--- src/rtl/ysyx_23060025_csr_trap_unit_pkg.sv ---
// Shared CSR addresses, operation encodings, trap causes and mstatus layout
// for the machine-mode CSR/trap unit.
package ysyx_23060025_csr_trap_unit_pkg;

    typedef enum logic [1:0] {
        CSR_OP_NONE = 2'b00,
        CSR_OP_RW   = 2'b01,
        CSR_OP_RS   = 2'b10,
        CSR_OP_RC   = 2'b11
    } csr_op_e;

    localparam logic [11:0] CSR_MSTATUS   = 12'h300;
    localparam logic [11:0] CSR_MIE       = 12'h304;
    localparam logic [11:0] CSR_MTVEC     = 12'h305;
    localparam logic [11:0] CSR_MSCRATCH  = 12'h340;
    localparam logic [11:0] CSR_MEPC      = 12'h341;
    localparam logic [11:0] CSR_MCAUSE    = 12'h342;
    localparam logic [11:0] CSR_MIP       = 12'h344;
    localparam logic [11:0] CSR_MCYCLE    = 12'hB00;
    localparam logic [11:0] CSR_MCYCLEH   = 12'hB80;
    localparam logic [11:0] CSR_MINSTRET  = 12'hB02;
    localparam logic [11:0] CSR_MINSTRETH = 12'hB82;
    localparam logic [11:0] CSR_MVENDORID = 12'hF11;
    localparam logic [11:0] CSR_MARCHID   = 12'hF12;

    localparam logic [31:0] MCAUSE_MTI   = 32'h8000_0007;
    localparam logic [31:0] MCAUSE_ECALL = 32'h0000_000B;

    localparam int MSTATUS_MIE  = 3;
    localparam int MSTATUS_MPIE = 7;
    localparam int MIE_MTIE     = 7;
    localparam int MIP_MTIP     = 7;

    localparam logic [31:0] MSTATUS_MPP_M  = 32'h0000_1800;
    localparam logic [31:0] MVENDORID_VAL  = 32'h7973_7978;
    localparam logic [31:0] MARCHID_VAL    = 32'd23060025;
    localparam logic [31:0] MTVEC_MTI_OFFS = 32'h0000_001C;

    // Read-only space plus mip, which is a live view of the interrupt line.
    function automatic logic csr_is_ro(input logic [11:0] addr);
        return (addr[11:10] == 2'b11) || (addr == CSR_MIP);
    endfunction

endpackage

--- src/rtl/ysyx_23060025_csr_counter64.sv ---
// 64-bit counter with independently writable halves; a write to either half
// suppresses that cycle's increment and never carries between halves.
module ysyx_23060025_csr_counter64 (
    input  logic        clock,
    input  logic        reset,
    input  logic        inc,
    input  logic        wr_lo,
    input  logic        wr_hi,
    input  logic [31:0] wdata,
    output logic [31:0] lo,
    output logic [31:0] hi
);

    logic [63:0] cnt_q, cnt_d;

    always_comb begin
        cnt_d = cnt_q;
        if (wr_lo || wr_hi) begin
            if (wr_lo) cnt_d[31:0]  = wdata;
            if (wr_hi) cnt_d[63:32] = wdata;
        end else if (inc) begin
            cnt_d = cnt_q + 64'd1;
        end
    end

    always_ff @(posedge clock) begin
        if (reset) cnt_q <= '0;
        else       cnt_q <= cnt_d;
    end

    assign lo = cnt_q[31:0];
    assign hi = cnt_q[63:32];

endmodule

--- src/rtl/ysyx_23060025_csr_trap_unit.sv ---
// Machine-mode CSR file with timer-interrupt/ecall trap entry, mret and
// mcycle/minstret counters; sits beside the execute stage.
module ysyx_23060025_csr_trap_unit
    import ysyx_23060025_csr_trap_unit_pkg::*;
#(
    parameter int DATA_WIDTH   = 32,
    parameter bit HAS_COUNTERS = 1'b1,
    parameter bit VECTORED_EN  = 1'b1
) (
    input  logic                  clock,
    input  logic                  reset,
    input  logic [11:0]           csr_addr_i,
    input  logic [1:0]            csr_op_i,
    input  logic [DATA_WIDTH-1:0] wdata_i,
    input  logic                  ecall_i,
    input  logic                  mret_i,
    input  logic                  retire_i,
    input  logic                  irq_timer_i,
    input  logic [DATA_WIDTH-1:0] pc_i,
    output logic [DATA_WIDTH-1:0] rdata_o,
    output logic                  illegal_o,
    output logic                  trap_o,
    output logic [DATA_WIDTH-1:0] trap_pc_o,
    output logic [DATA_WIDTH-1:0] mret_pc_o
);

    localparam logic [31:0] MTVEC_WMASK = VECTORED_EN ? 32'hFFFF_FFFD : 32'hFFFF_FFFC;

    logic        mie_q, mie_d, mpie_q, mpie_d, mtie_q, mtie_d;
    logic [31:0] mtvec_q, mtvec_d, mscratch_q, mscratch_d;
    logic [31:0] mepc_q, mepc_d, mcause_q, mcause_d;
    logic [31:0] cyc_lo, cyc_hi, ins_lo, ins_hi;

    csr_op_e     op;
    logic        csr_known, write_intent, int_take, ecall_take, mret_take, csr_we;
    logic [31:0] csr_old, csr_new, trap_base;

    assign op = csr_op_e'(csr_op_i);

    always_comb begin
        csr_known = 1'b1;
        csr_old   = '0;
        case (csr_addr_i)
            CSR_MSTATUS:   csr_old = MSTATUS_MPP_M | (32'(mpie_q) << MSTATUS_MPIE)
                                                   | (32'(mie_q) << MSTATUS_MIE);
            CSR_MIE:       csr_old = 32'(mtie_q) << MIE_MTIE;
            CSR_MTVEC:     csr_old = mtvec_q;
            CSR_MSCRATCH:  csr_old = mscratch_q;
            CSR_MEPC:      csr_old = mepc_q;
            CSR_MCAUSE:    csr_old = mcause_q;
            CSR_MIP:       csr_old = 32'(irq_timer_i) << MIP_MTIP;
            CSR_MCYCLE:    csr_old = HAS_COUNTERS ? cyc_lo : '0;
            CSR_MCYCLEH:   csr_old = HAS_COUNTERS ? cyc_hi : '0;
            CSR_MINSTRET:  csr_old = HAS_COUNTERS ? ins_lo : '0;
            CSR_MINSTRETH: csr_old = HAS_COUNTERS ? ins_hi : '0;
            CSR_MVENDORID: csr_old = MVENDORID_VAL;
            CSR_MARCHID:   csr_old = MARCHID_VAL;
            default:       csr_known = 1'b0;
        endcase
    end

    // RS/RC with a zero operand is a pure read: legal on read-only CSRs and no write.
    assign write_intent = (op == CSR_OP_RW) || (wdata_i != '0);
    assign illegal_o    = !reset && (op != CSR_OP_NONE)
                          && (!csr_known || (csr_is_ro(csr_addr_i) && write_intent));
    assign rdata_o      = illegal_o ? '0 : csr_old;

    always_comb begin
        case (op)
            CSR_OP_RW: csr_new = wdata_i;
            CSR_OP_RS: csr_new = csr_old | wdata_i;
            CSR_OP_RC: csr_new = csr_old & ~wdata_i;
            default:   csr_new = csr_old;
        endcase
    end

    assign int_take   = !reset && retire_i && mie_q && mtie_q && irq_timer_i;
    assign ecall_take = !reset && !int_take && ecall_i && retire_i;
    assign trap_o     = int_take || ecall_take;
    assign mret_take  = !reset && !trap_o && mret_i && retire_i;
    assign csr_we     = !reset && !trap_o && !mret_take && retire_i
                        && (op != CSR_OP_NONE) && !illegal_o && write_intent;

    assign trap_base = {mtvec_q[31:2], 2'b00};
    assign trap_pc_o = (int_take && mtvec_q[0]) ? trap_base + MTVEC_MTI_OFFS : trap_base;
    assign mret_pc_o = mepc_q;

    always_comb begin
        mie_d      = mie_q;
        mpie_d     = mpie_q;
        mtie_d     = mtie_q;
        mtvec_d    = mtvec_q;
        mscratch_d = mscratch_q;
        mepc_d     = mepc_q;
        mcause_d   = mcause_q;
        if (trap_o) begin
            mepc_d   = pc_i & 32'hFFFF_FFFC;
            mcause_d = int_take ? MCAUSE_MTI : MCAUSE_ECALL;
            mpie_d   = mie_q;
            mie_d    = 1'b0;
        end else if (mret_take) begin
            mie_d  = mpie_q;
            mpie_d = 1'b1;
        end else if (csr_we) begin
            case (csr_addr_i)
                CSR_MSTATUS: begin
                    mie_d  = csr_new[MSTATUS_MIE];
                    mpie_d = csr_new[MSTATUS_MPIE];
                end
                CSR_MIE:      mtie_d     = csr_new[MIE_MTIE];
                CSR_MTVEC:    mtvec_d    = csr_new & MTVEC_WMASK;
                CSR_MSCRATCH: mscratch_d = csr_new;
                CSR_MEPC:     mepc_d     = csr_new & 32'hFFFF_FFFC;
                CSR_MCAUSE:   mcause_d   = csr_new;
                default: ;
            endcase
        end
    end

    always_ff @(posedge clock) begin
        if (reset) begin
            mie_q      <= 1'b0;
            mpie_q     <= 1'b0;
            mtie_q     <= 1'b0;
            mtvec_q    <= '0;
            mscratch_q <= '0;
            mepc_q     <= '0;
            mcause_q   <= '0;
        end else begin
            mie_q      <= mie_d;
            mpie_q     <= mpie_d;
            mtie_q     <= mtie_d;
            mtvec_q    <= mtvec_d;
            mscratch_q <= mscratch_d;
            mepc_q     <= mepc_d;
            mcause_q   <= mcause_d;
        end
    end

    ysyx_23060025_csr_counter64 u_mcycle (
        .clock (clock),
        .reset (reset),
        .inc   (HAS_COUNTERS),
        .wr_lo (HAS_COUNTERS && csr_we && (csr_addr_i == CSR_MCYCLE)),
        .wr_hi (HAS_COUNTERS && csr_we && (csr_addr_i == CSR_MCYCLEH)),
        .wdata (csr_new),
        .lo    (cyc_lo),
        .hi    (cyc_hi)
    );

    ysyx_23060025_csr_counter64 u_minstret (
        .clock (clock),
        .reset (reset),
        .inc   (HAS_COUNTERS && retire_i && !trap_o),
        .wr_lo (HAS_COUNTERS && csr_we && (csr_addr_i == CSR_MINSTRET)),
        .wr_hi (HAS_COUNTERS && csr_we && (csr_addr_i == CSR_MINSTRETH)),
        .wdata (csr_new),
        .lo    (ins_lo),
        .hi    (ins_hi)
    );

endmodule

--- config.mk ---
export PLATFORM = sky130hd
export DESIGN_NAME = ysyx_23060025_csr_trap_unit
export DESIGN_NICKNAME = d
export VERILOG_FILES = /design/src/rtl/ysyx_23060025_csr_trap_unit_pkg.sv /design/src/rtl/ysyx_23060025_csr_counter64.sv /design/src/rtl/ysyx_23060025_csr_trap_unit.sv
export SDC_FILE = /design/constraint.sdc
export NUM_CORES = 1
export LEC_CHECK = 0
export ABC_AREA = 0
export CORE_UTILIZATION = 40
export DETAILED_ROUTE_END_ITERATION = 10
export GPL_ROUTABILITY_DRIVEN = 1
export PLACE_DENSITY = 0.68
export SYNTH_ARGS = -nofsm -noshare
export SYNTH_HDL_FRONTEND = slang
export SYNTH_SLANG_ARGS = --single-unit
--- constraint.sdc ---
create_clock -name clock -period 4.45 [get_ports clock]
set_clock_uncertainty 0.1 [all_clocks]
set_input_delay 0.445 -clock clock [delete_from_list [all_inputs] [get_ports clock]]
set_output_delay 0.445 -clock clock [all_outputs]
set_load 0.02 [all_outputs]
==> out/qor.yml <==
place:
  io_buffers: 175
  place_congestion: 1.09
  hpwlAfterDp_um: 73600
  dpl_cell_area_um2: 20700
timing:
  setup_viol: 0
  slew_headroom: 0.294
  fin_crit_sh: 0.977
  hold_viol: 0
  drv_slew: 0
  post-route-min-period_ps: 4350
  rsz0062_at_grt: "no"
  worst_pin_slew_ps: 1060
  setup_tns_ps: 0
  holdWs_ps: 291
  fmax_mhz: 230
power:
  ir_drop_mv: 0.302
  p_leak_nw: 7.11
  power_w: 0.00581
  power-per-cell-area_nw_per_um2: 267
global_route:
  overflow: 0
  grt_max_degree: 59
  antenna_found_initial: 2
  grt_usage: 0.434
  grt_pass1_wl_um: 140000
  grt_pass1_vias: 19200
die:
  die_w_um: 211
  dieArea_um2: 44700
  die_h_um: 211
  ios: 182
  rows: 76
  initial_utilization: 0.406
  core-area_um2: 43200
logic_synthesis:
  synth_seq_cells: 256
  syn_avg_cell_area_um2: 7.36
  ys.flop_type: "dfxtp_1"
  yosysWarnings: 0
  synthDistinctLibCells: 114
  ys_seq_area_frac: 0.292
  syn_inst: 2384
  synth-edff-count: 0
  async_flop_share: 0
  synth_area_um2: 17500
layout:
  seqCellArea_um2: 5120
  fill_cells: 4296
  multi_input_area_um2: 11400
  final_cell_mix: "351 x nand2_1, 256 x dfxtp_1, 213 x nor2_1, 199 x a21oi_1, 176 x buf_4"
  final_core_utilization: 0.505
  final_layout_size_suffix_gt1_frac: 0.133
  area_growth_pct: 24.2
  fin_area_um2: 21800
  final_common_cell: "nand2_1"
  layout.nets: 2663
min_path:
  hold_path_startpoint: "pc_i[18]"
  hold_path_depth: 3
  hold_path_class: "primary input to flip-flop"
  worstHoldEndpoint: "mret_pc_o[18]"
clock_network:
  post_cts_buffers: 0
  clock_path_buffers: 3
  cts_num_sinks: 256
  clk_pin_slew_worst_paths_ps: 60
  clk_latency_ps: 610
  htreeDepth: 1
  cts_buffers: 31
  cts-resized-gates: 0
  cts_tree: "done"
  cts_root_buffer: "clkbuf_16"
  hold_buffers: 0
critical_path:
  r2r_start: "u_mcycle.cnt_q[14]"
  end_kind: "output pin"
  r2r-end: "u_mcycle.cnt_q[63]"
  worst-setup-path-type: "primary input to output pin"
  cp_max_fo: 23
  r2r_cells: 7
  cp-start-kind: "primary input"
  crit_arrival_ps: 3800
  crit_required_ps: 3900
  ff2ff_setup_slack_ps: 970
routing:
  post-route-drc-count: 0
  viasPerCell: 6.74
  wirelength_um: 99100
  dr.pass1.iters: 8
  num_vias: 21500
  drtIter0Drc: 3269
  wl_per_cell_um: 31.2
  ant_nets: 0
job:
  drv_cap: 0
outcome:
  status: "finished, final reports clean"
worst max-delay path: stages:
cell	delay [ps]
clkdlybuf4s50_1	640
buf_4	280
nor4_4	340
buf_4	370
a21oi_1	120
a32oi_1	400
nor3b_4	130
buf_4	220
a31oi_1	210
clkdlybuf4s50_1	650
metal layers:
| layer | vias to the layer above | routed length [µm] | global-route usage |
|---|---|---|---|
| li1 | 9343 | - | - |
| met1 | 10300 | 40500 | 0.601 |
| met2 | 1527 | 39800 | 0.606 |
| met3 | 290 | 12500 | 0.115 |
| met4 | 2 | 6250 | 0.238 |
| met5 | - | 13 | 0 |
stage by stage:
step                cells  setup WS (ps)
detailed placement   3128            190
CTS                  3180            161
global placement     3128            216
floorplan            2387           1370
global route         3180           21.8
finish               3181            103
power by group:
group / total (W) / internal [W] / switching (W)
Clock: 0.00269 / 0.00160 / 0.00110
Combinational: 0.000785 / 0.000266 / 0.000520
Sequential: 0.00234 / 0.00231 / 0.0000241
cells by family (layout without fill, tap and decap cells):
group / after synthesis / after routing / synth area share
other: 1 / 5 / 0.000214
AO/OA/AOI/OAI: 655 / 655 / 0.255
multiplexers: 43 / 43 / 0.0259
adder cells (fa/ha/maj): 3 / 3 / 0.00214
flip-flops: 256 / 256 / 0.292
AND/OR/NAND/NOR: 1130 / 1130 / 0.332
XOR/XNOR: 63 / 63 / 0.0314
buffers and inverters: 233 / 441 / 0.0613
worst max-delay path by stage:
| stage | startpoint | endpoint | slack (ps) | depth (start not counted) |
|---|---|---|---|---|
| global route | csr_addr_i[6] | rdata_o[20] | 20 | 10 |
| CTS | csr_addr_i[6] | rdata_o[20] | 160 | 10 |
| floorplan | csr_addr_i[0] | rdata_o[16] | 1370 | 11 |
| detailed placement | csr_addr_i[6] | rdata_o[20] | 190 | 10 |
| global placement | csr_addr_i[6] | rdata_o[20] | 220 | 10 |
| finish | csr_addr_i[6] | rdata_o[20] | 100 | 10 |
state kept, by name, summed over array words and instances, names as in the netlist:
register,count
u_mcycle.cnt_q,64
u_minstret.cnt_q,64
mcause_q,32
mscratch_q,32
mtvec_q,31
mret_pc_o,30
mie_q,1
mpie_q,1
mtie_q,1
area by class of cell:
class | instances | area share
antenna | 1 | 0.000115
clock buffer | 41 | 0.0401
sequential | 256 | 0.235
tap | 585 | 0.0336
timing repair buffer | 368 | 0.156
clock inverter | 11 | 0.00792
inverter | 21 | 0.00362
multi-input combinational | 1898 | 0.524
synth_stat cells (52+ instances only):
library cell | instances | share of area
nand4_1 | 120 | 0.043
nand3_1 | 102 | 0.029
nor3_1 | 85 | 0.024
a31oi_1 | 69 | 0.025
o21ai_0 | 70 | 0.020
nor2_1 | 213 | 0.046
xnor2_1 | 52 | 0.026
a21oi_1 | 199 | 0.057
nand2_1 | 351 | 0.075
nor4_1 | 53 | 0.019
buf_2 | 70 | 0.020
dfxtp_1 | 256 | 0.29
clkbuf_1 | 110 | 0.024
No activity file was read; power rests on OpenSTA's default activity.
